### src/rtl/hpp_video_pkg.sv
// Shared video timing constants and VRAM types for the scanline fetch path.
package hpp_video_pkg;

  localparam int unsigned H_VISIBLE    = 640;
  localparam int unsigned V_VISIBLE    = 480;
  localparam int unsigned H_TOTAL      = 800;
  localparam int unsigned LINES_TOTAL  = 525;
  localparam int unsigned PIX_PER_WORD = 2;
  localparam int unsigned ADDR_W       = 17;
  localparam int unsigned DATA_W       = 16;
  localparam int unsigned WPL          = H_VISIBLE / PIX_PER_WORD;
  localparam int unsigned LINE_W       = 10;
  localparam int unsigned WORD_W       = 9;
  localparam int unsigned LB_ADDR_W    = WORD_W + 1;

  typedef enum logic [1:0] {IDLE, FETCH, DRAIN} fetch_state_t;

  typedef logic [ADDR_W-1:0] vram_addr_t;
  typedef logic [DATA_W-1:0] vram_data_t;

  // One VRAM port command as driven onto the memory interface.
  typedef struct packed {
    logic       req;
    logic       we;
    vram_addr_t addr;
    vram_data_t wdata;
  } vram_cmd_t;

endpackage

### src/rtl/scanline_fetch_ctrl.sv
// Scanline fetch controller: fills the ping-pong line buffer one line ahead
// of the display and arbitrates VRAM between fetch (priority) and host writes.
// Optional macro HPP_VBLANK_IRQ_EN enables the vblank interrupt.
module scanline_fetch_ctrl
  import hpp_video_pkg::*;
(
  input  logic                 clk,
  input  logic                 reset_n,
  input  logic [LINE_W-1:0]    vga_line,
  input  logic [LINE_W-1:0]    vga_pixel,
  input  vram_addr_t           fb_base,
  input  logic                 host_valid,
  output logic                 host_ready,
  input  vram_addr_t           host_addr,
  input  vram_data_t           host_wdata,
  output logic                 vram_req,
  output logic                 vram_we,
  output vram_addr_t           vram_addr,
  output vram_data_t           vram_wdata,
  input  vram_data_t           vram_rdata,
  output logic                 lb_we,
  output logic [LB_ADDR_W-1:0] lb_addr,
  output vram_data_t           lb_wdata,
  output logic                 underrun,
  output logic                 vblank_irq,
  input  logic                 irq_ack
);

  fetch_state_t          r_state,    w_state_nxt;
  logic [WORD_W-1:0]     r_word,     w_word_nxt;
  vram_addr_t            r_line_ptr, w_line_ptr_nxt;
  logic                  r_bank,     w_bank_nxt;
  logic                  r_lb_we,    w_lb_we_nxt;
  logic [LB_ADDR_W-1:0]  r_lb_addr,  w_lb_addr_nxt;
  logic                  r_underrun, w_underrun_nxt;

  logic                  w_trig;
  logic                  w_fetch_ok;
  logic [LINE_W-1:0]     w_tgt;
  logic                  w_issue;
  logic                  w_host_go;
  vram_cmd_t             w_cmd;

  // Line start detection and target line (wraps from the last line to 0).
  assign w_trig     = (vga_pixel == '0) && (vga_line < LINE_W'(LINES_TOTAL));
  assign w_tgt      = (vga_line == LINE_W'(LINES_TOTAL - 1)) ? '0 : vga_line + LINE_W'(1);
  assign w_fetch_ok = w_trig && (w_tgt < LINE_W'(V_VISIBLE));
  // A trigger cycle never issues a read: the running fetch is abandoned.
  assign w_issue    = (r_state == FETCH) && !w_trig;

  // State, pointer and line-buffer write registers.
  always_ff @(posedge clk or negedge reset_n) begin
    if (!reset_n) begin
      r_state    <= IDLE;
      r_word     <= '0;
      r_line_ptr <= '0;
      r_bank     <= 1'b0;
      r_lb_we    <= 1'b0;
      r_lb_addr  <= '0;
      r_underrun <= 1'b0;
    end else begin
      r_state    <= w_state_nxt;
      r_word     <= w_word_nxt;
      r_line_ptr <= w_line_ptr_nxt;
      r_bank     <= w_bank_nxt;
      r_lb_we    <= w_lb_we_nxt;
      r_lb_addr  <= w_lb_addr_nxt;
      r_underrun <= w_underrun_nxt;
    end
  end

  // Next-state: a trigger always restarts scheduling; otherwise walk the line.
  always_comb begin
    w_state_nxt    = r_state;
    w_word_nxt     = r_word;
    w_line_ptr_nxt = r_line_ptr;
    w_bank_nxt     = r_bank;
    w_lb_we_nxt    = 1'b0;
    w_lb_addr_nxt  = r_lb_addr;
    w_underrun_nxt = r_underrun;
    if (w_trig) begin
      if (r_state != IDLE) begin
        w_underrun_nxt = 1'b1;
      end
      w_state_nxt = IDLE;
      if (w_fetch_ok) begin
        w_state_nxt    = FETCH;
        w_word_nxt     = '0;
        w_bank_nxt     = w_tgt[0];
        w_line_ptr_nxt = (w_tgt == '0) ? fb_base : r_line_ptr + ADDR_W'(WPL);
      end
    end else begin
      case (r_state)
        FETCH: begin
          w_lb_we_nxt   = 1'b1;
          w_lb_addr_nxt = {r_bank, r_word};
          if (r_word == WORD_W'(WPL - 1)) begin
            w_state_nxt = DRAIN;
          end else begin
            w_word_nxt = r_word + WORD_W'(1);
          end
        end
        DRAIN:   w_state_nxt = IDLE;
        default: w_state_nxt = r_state;
      endcase
    end
  end

  // VRAM port mux: fetch owns the port for the whole FETCH state.
  always_comb begin
    host_ready  = (r_state != FETCH);
    w_host_go   = host_valid && host_ready;
    w_cmd.req   = w_issue || w_host_go;
    w_cmd.we    = w_host_go;
    w_cmd.addr  = w_issue ? r_line_ptr + ADDR_W'(r_word) : host_addr;
    w_cmd.wdata = host_wdata;
  end

  assign vram_req   = w_cmd.req;
  assign vram_we    = w_cmd.we;
  assign vram_addr  = w_cmd.addr;
  assign vram_wdata = w_cmd.wdata;

  // Read data arrives the cycle after issue, aligned with the registered strobe.
  assign lb_we    = r_lb_we;
  assign lb_addr  = r_lb_addr;
  assign lb_wdata = vram_rdata;
  assign underrun = r_underrun;

`ifdef HPP_VBLANK_IRQ_EN
  logic r_vblank_irq;

  // Vblank interrupt: set at first blank line start, set beats ack.
  always_ff @(posedge clk or negedge reset_n) begin
    if (!reset_n) begin
      r_vblank_irq <= 1'b0;
    end else if ((vga_line == LINE_W'(V_VISIBLE)) && (vga_pixel == '0)) begin
      r_vblank_irq <= 1'b1;
    end else if (irq_ack) begin
      r_vblank_irq <= 1'b0;
    end
  end

  assign vblank_irq = r_vblank_irq;
`else
  logic w_unused_irq_ack;
  assign w_unused_irq_ack = irq_ack;
  assign vblank_irq       = 1'b0;
`endif

endmodule

### config.mk
export PLATFORM = sky130hd
export DESIGN_NAME = scanline_fetch_ctrl
export DESIGN_NICKNAME = d
export VERILOG_FILES = /design/src/rtl/hpp_video_pkg.sv /design/src/rtl/scanline_fetch_ctrl.sv
export SDC_FILE = /design/constraint.sdc
export NUM_CORES = 1
export LEC_CHECK = 0
export CORE_ASPECT_RATIO = 0.75
export CORE_MARGIN = 1.5
export CORE_UTILIZATION = 30
export DETAILED_ROUTE_END_ITERATION = 8
export HOLD_SLACK_MARGIN = 0.02
export MAX_ROUTING_LAYER = met4
export PLACE_DENSITY_LB_ADDON = 0.2
export SLEW_MARGIN = 10
export SYNTH_ARGS = -nofsm -noshare
export SYNTH_HDL_FRONTEND = slang
export SYNTH_SLANG_ARGS = --single-unit
### constraint.sdc
create_clock -name clk -period 2.6 [get_ports clk]
set_clock_uncertainty 0.05 [all_clocks]
set_input_delay 0.26 -clock clk [delete_from_list [all_inputs] [get_ports clk]]
set_output_delay 0.26 -clock clk [all_outputs]
set_load 0.01 [all_outputs]
Word-level counts from Yosys, hierarchy flattened
Cells that the tools add are included.

Flip-flop bits (word level): 41. Bits of input ports: 90. Output and inout bits: 65.

Add/sub/neg operators: 4. Magnitude comparators: 2. Equal/unequal tests: 8. Muxes and demuxes: 13. Bitwise logic cells: 1. Reduce and logical (&&, ||, !) cells: 16.

Operator list (number): 2-to-1 mux 9 bit (4); 2-to-1 mux 17 bit (2); logical NOT 10 bit (2); adder 17 x 9 -> 17 bit (1); adder 17 x 9 -> 17 bit (second input constant) (1); adder 10 x 1 -> 10 bit (second input constant) (1); equality test 10 bit (second input constant) (1); less-than comparator 10 bit (second input constant) (1); less-than comparator 10 x 9 -> 1 bit (second input constant) (1); 2-to-1 mux 10 bit (1); adder 9 x 1 -> 9 bit (second input constant) (1); equality test 9 bit (second input constant) (1); AND reduction 2 bit (4); logical AND 1 bit (4); 2-to-1 mux 2 bit (2); inequality test 2 x 1 -> 1 bit (second input constant) (2); case mux 2 bit (2 select lines) (1); nonzero test 2 bit (2); 2-to-1 mux 1 bit (3); inequality test 3 x 2 -> 1 bit (second input constant) (1); AND reduction 3 bit (1); nonzero test 3 bit (1); equality test 2 x 1 -> 1 bit (second input constant) (1); equality test 2 bit (second input constant) (1); 4 further kinds (4).

Logic depth before layout (Yosys ltp)
Depth in word-level cells: 6. Gate-level depth with buffers: 11. Depth with buffers taken out: 9.

Worst setup path after synthesis
Ideal clock, no wire load.

Path kind: reg-to-output. Start: register r_word[0]. End: output vram_addr[10]. Arrival: 2.274 ns. Data required time: 2.290 ns. Setup slack: 0.016 ns. Stages on the path, launching flop included: 10. Buffers on the path: 0. Cell sequence: dfrtp_1 ha_1 fa_1 a21o_1 a21oi_1 nand2b_1 a21oi_1 a41o_1 xnor2_1 o21ai_0.

Word-level cells in the longest chain between the ends: 2.

Ends and longest elaborated chain: from (decl) (line scanline_fetch_ctrl.sv:30) `logic [WORD_W-1:0] r_word, w_word_nxt;`; from (signal assigned) (line scanline_fetch_ctrl.sv:63) `r_word <= w_word_nxt;`; adder 17 x 9 -> 17 bit (line scanline_fetch_ctrl.sv:115) `w_cmd.addr = w_issue ? r_line_ptr + ADDR_W'(r_word) : host_addr;`; 2-to-1 mux 17 bit (line scanline_fetch_ctrl.sv:115); to (decl) (line scanline_fetch_ctrl.sv:18) `output vram_addr_t vram_addr,`.

No other way between the ends.

Final worst setup path
Start: register r_word[0]. End: output vram_addr[6].

The elaborated chain is that of the path after synthesis.

==> key figures <==
Worst setup path
  – Start point of the critical path: r_word[0]
  – Data arrival time at the worst-slack endpoint: 2.53 ns
  – Critical path type: flop to output port
  – Max Fanout on Critical Path: 3
  – End of the worst register-to-register path: r_word[4]
  – Cell count of the worst reg-to-reg path: 9
  – Required time worst endpoint: 2.29 ns
  – Flop2flop setup slack: 0.50 ns
  – Capture point of the critical path: vram_addr[6]
  – Reg2reg start: r_word[1]
  – CP endpoint kind: output port
  – Category of the worst setup path launch point: flop

GRT
  – Congestion Overflow GR: 0
  – Total global-route track usage: 17.5%
  – Number of global-route vias before repair: 3213
  – Global-route wire length before repair: 15.3 mm
  – Initial antenna violation count: 0
  – Maximum number of pins on one net before global-route repair: 42

Logic synthesis
  – Combined area of all synthesized cells: 0.00323 mm^2
  – Synth async-reset ratio: 100%
  – Dominant synthesized flop cell: sky130_fd_sc_hd__dfrtp_1
  – Cell taking the most area after synthesis: sky130_fd_sc_hd__dfrtp_1
  – Average cell area after synthesis: 8.00 um^2
  – Number of enable flip-flop cells after synthesis: 0
  – Sequential area share after synthesis: 31.7%
  – Yosys Warn Count: 0
  – Synth unique cells: 54
  – Count of state elements after synthesis: 41
  – Cells after Synth: 404
  – Net count after synthesis: 509
  – Cells taking the most area after synthesis: sky130_fd_sc_hd__dfrtp_1 32%, sky130_fd_sc_hd__nand2_1 9.6%, sky130_fd_sc_hd__buf_4 7.7%
  – Share of Yosys cell area claimed by the top area cell type: 31.7%

Finish
  – Commonest non-fill, non-tap cells in the layout: 83 x sky130_fd_sc_hd__buf_4, 80 x sky130_fd_sc_hd__nand2_1, 63 x sky130_fd_sc_hd__clkdlybuf4s50_1, 39 x sky130_fd_sc_hd__dfrtp_1, 25 x sky130_fd_sc_hd__o21ai_0
  – Area added between synthesis and finish: 55.2%
  – Leading cell type in the layout, fill and taps excluded: sky130_fd_sc_hd__buf_4
  – Layout net count: 644
  – Antenna diode count: 0
  – Ratio of cells with drive above 1 in the final layout: 31.5%
  – Final Cell Area: 0.00502 mm^2
  – Layout Utilization: 48.4%

Floorplanning
  – Die Ht: 92.9 um
  – Die Footprint: 0.0114 mm^2
  – Core region area: 0.0104 mm^2
  – Die W: 123 um
  – Number of ports placed on the die boundary: 155
  – Starting density of the core: 31.2%
  – Row cnt: 32

Power
  – Peak supply drop: 240 uV
  – Static Leakage: 2.29 nW
  – Design Power: 0.00188 W
  – Power Density: 374 mW/mm^2

Clock network
  – Insertion delay to the later sink of the worst-skew pair: 0.29 ns
  – Number of CTS-inserted buffers: 5
  – Clock Tree Root: sky130_fd_sc_hd__clkbuf_16
  – Clock-pin slew of the registers on the worst-case setup and hold paths: 0.07 ns
  – Clock tree from TritonCTS: done
  – Clock sink count: 41
  – Number of buffers on the longest clock path: 2
  – H-Tree Depth: 2

Drt
  – Remaining number of nets flagged by the antenna check after routing: 0
  – Number of detailed-route iterations in the first pass: 4
  – Post-DR wirelength/cell: 14.6 um
  – Met1 WL: 4.71 mm
  – DR vias: 3420
  – Post-DR vias/cell: 5.06
  – Wire length on met3: 632 um
  – Met2 wire length: 4.36 mm
  – Max layer used: met4
  – Final routed wirelength across all metal layers: 9.88 mm
  – Initial detailed-routing violation count: 131
  – DRC violation count after routing: 0

Placement
  – Final RePlAce weighted congestion: 0.815
  – Area post-placement: 0.00451 mm^2
  – Number of buffer cells added on primary ports: 88
  – HPWL after detailed placement: 7.01 mm

Outcome
  – Failing checks: negative setup slack
  – Result of the run: complete, but fails checks

Timing
  – Highest clock frequency the design can meet: 0.352 GHz
  – Final period demand of the worst path: 2.84 ns
  – Share of the cycle needed by the critical path after routing: 109%
  – RSZ-0062 raised after global routing: yes
  – Slew of the pin with the lowest slew margin: 0.951 ns
  – Final hold violation count: 0
  – Final setup slack of the worst path: -0.238 ns
  – Count of endpoints failing setup in the final report: 10
  – Total Negative Setup Slacks: -1.44 ns
  – Max transition margin: 36.6%
  – Final-report max-slew violation count: 0

Min path
  – Hold crit path type: input pin to asynchronous set/reset pin

Flow run
  – Count of max-cap constraint violations: 0
==> Yosys cell counts (7+ instances only) <==
cell type	instances
sky130_fd_sc_hd__nand3_1	19
sky130_fd_sc_hd__nor4_1	7
sky130_fd_sc_hd__nor2_1	21
sky130_fd_sc_hd__ha_1	14
sky130_fd_sc_hd__clkbuf_1	11
sky130_fd_sc_hd__o21ai_0	36
sky130_fd_sc_hd__a21oi_1	18
sky130_fd_sc_hd__mux2_2	7
sky130_fd_sc_hd__nor3_1	7
sky130_fd_sc_hd__nand2_1	83
sky130_fd_sc_hd__xnor2_1	9
sky130_fd_sc_hd__buf_4	33
sky130_fd_sc_hd__xor2_1	7
sky130_fd_sc_hd__dfrtp_1	41
==> layer usage <==
layer	GRT usage, %	vias up
met1	23.8	1630
met2	26.9	114
li1	-	1660
met5	-	-
met3	3.02	16
met4	4.26	0
==> sequential cells by signal, summed over array words and instances, names as in the netlist <==
name,count
lb_addr,10
r_word,9
r_bank,1
lb_we,1
r_line_ptr,17
r_state,2
underrun,1
==> report_power, final <==
part | total (W) | leakage (nW) | switching, W | internal [W]
clock network | 0.000653 | 0.0752 | 0.000286 | 0.000367
registers | 0.000732 | 0.509 | 0.0000459 | 0.000687
logic | 0.000492 | 1.71 | 0.000219 | 0.000273
==> stage by stage <==
step                      setup slack (ns)  hold slack (ns)  std cells
final                               -0.238           0.0584        676
after global routing                -0.323            0.152        676
after CTS                           -0.124            0.109        671
after detailed placement            -0.552            0.405        650
after global placement              -0.500            0.406        650
after floorplan                     0.0159          -0.0856        404
==> cells by family (layout without fill, tap and decap cells) <==
family,Yosys count,in the layout,share of synthesized area [%]
other,1,1,0.116
XOR/XNOR,16,16,4.34
AO/OA/AOI/OAI,93,93,18.9
multiplexers,9,9,3.06
adder cells (fa/ha/maj),15,15,6.04
buffers and inverters,55,191,10.5
AND/OR/NAND/NOR,174,174,25.4
flip-flops,41,41,31.7
==> worst max-delay path: stages (launching register included) <==
cell                       delay, ns
sky130_fd_sc_hd__dfrtp_2        0.45
sky130_fd_sc_hd__ha_4           0.18
sky130_fd_sc_hd__fa_2           0.34
sky130_fd_sc_hd__a21o_1         0.17
sky130_fd_sc_hd__a21oi_2        0.19
sky130_fd_sc_hd__nand2b_4       0.17
sky130_fd_sc_hd__buf_4          0.12
sky130_fd_sc_hd__nand2b_4       0.05
sky130_fd_sc_hd__a21oi_2        0.14
sky130_fd_sc_hd__xor2_1         0.20
sky130_fd_sc_hd__o21ai_1        0.09
sky130_fd_sc_hd__buf_2          0.14
==> area by class of cell <==
type / count / area, um^2
fill: 999 / 5350
multi-input combinational: 308 / 2130
timing repair buffer: 178 / 1520
sequential: 41 / 1030
tap: 136 / 170
clock buffer: 5 / 125
clock inverter: 3 / 26.3
inverter: 5 / 18.8
==> how the worst min path moves through the flow <==
stage / start / endpoint / slack [ns] / cells past startpoint
2_1_floorplan: reset_n / lb_addr[0] / -0.09 / 0
3_3_place_gp: reset_n / lb_addr[1] / 0.41 / 1
3_5_place_dp: underrun / underrun / 0.41 / 1
4_1_cts: reset_n / r_state[1] / 0.11 / 1
5_1_grt: reset_n / lb_addr[1] / 0.15 / 1
6_report: reset_n / lb_addr[1] / 0.06 / 1
==> timing repair <==
action	CTS	global route
pin swaps	19	12
resized for setup	112	36
hold buffers	0	0
cloned	3	0
endpoints found under the setup margin	31	34
setup buffers	10	8
(Power assumes the default switching activity.)
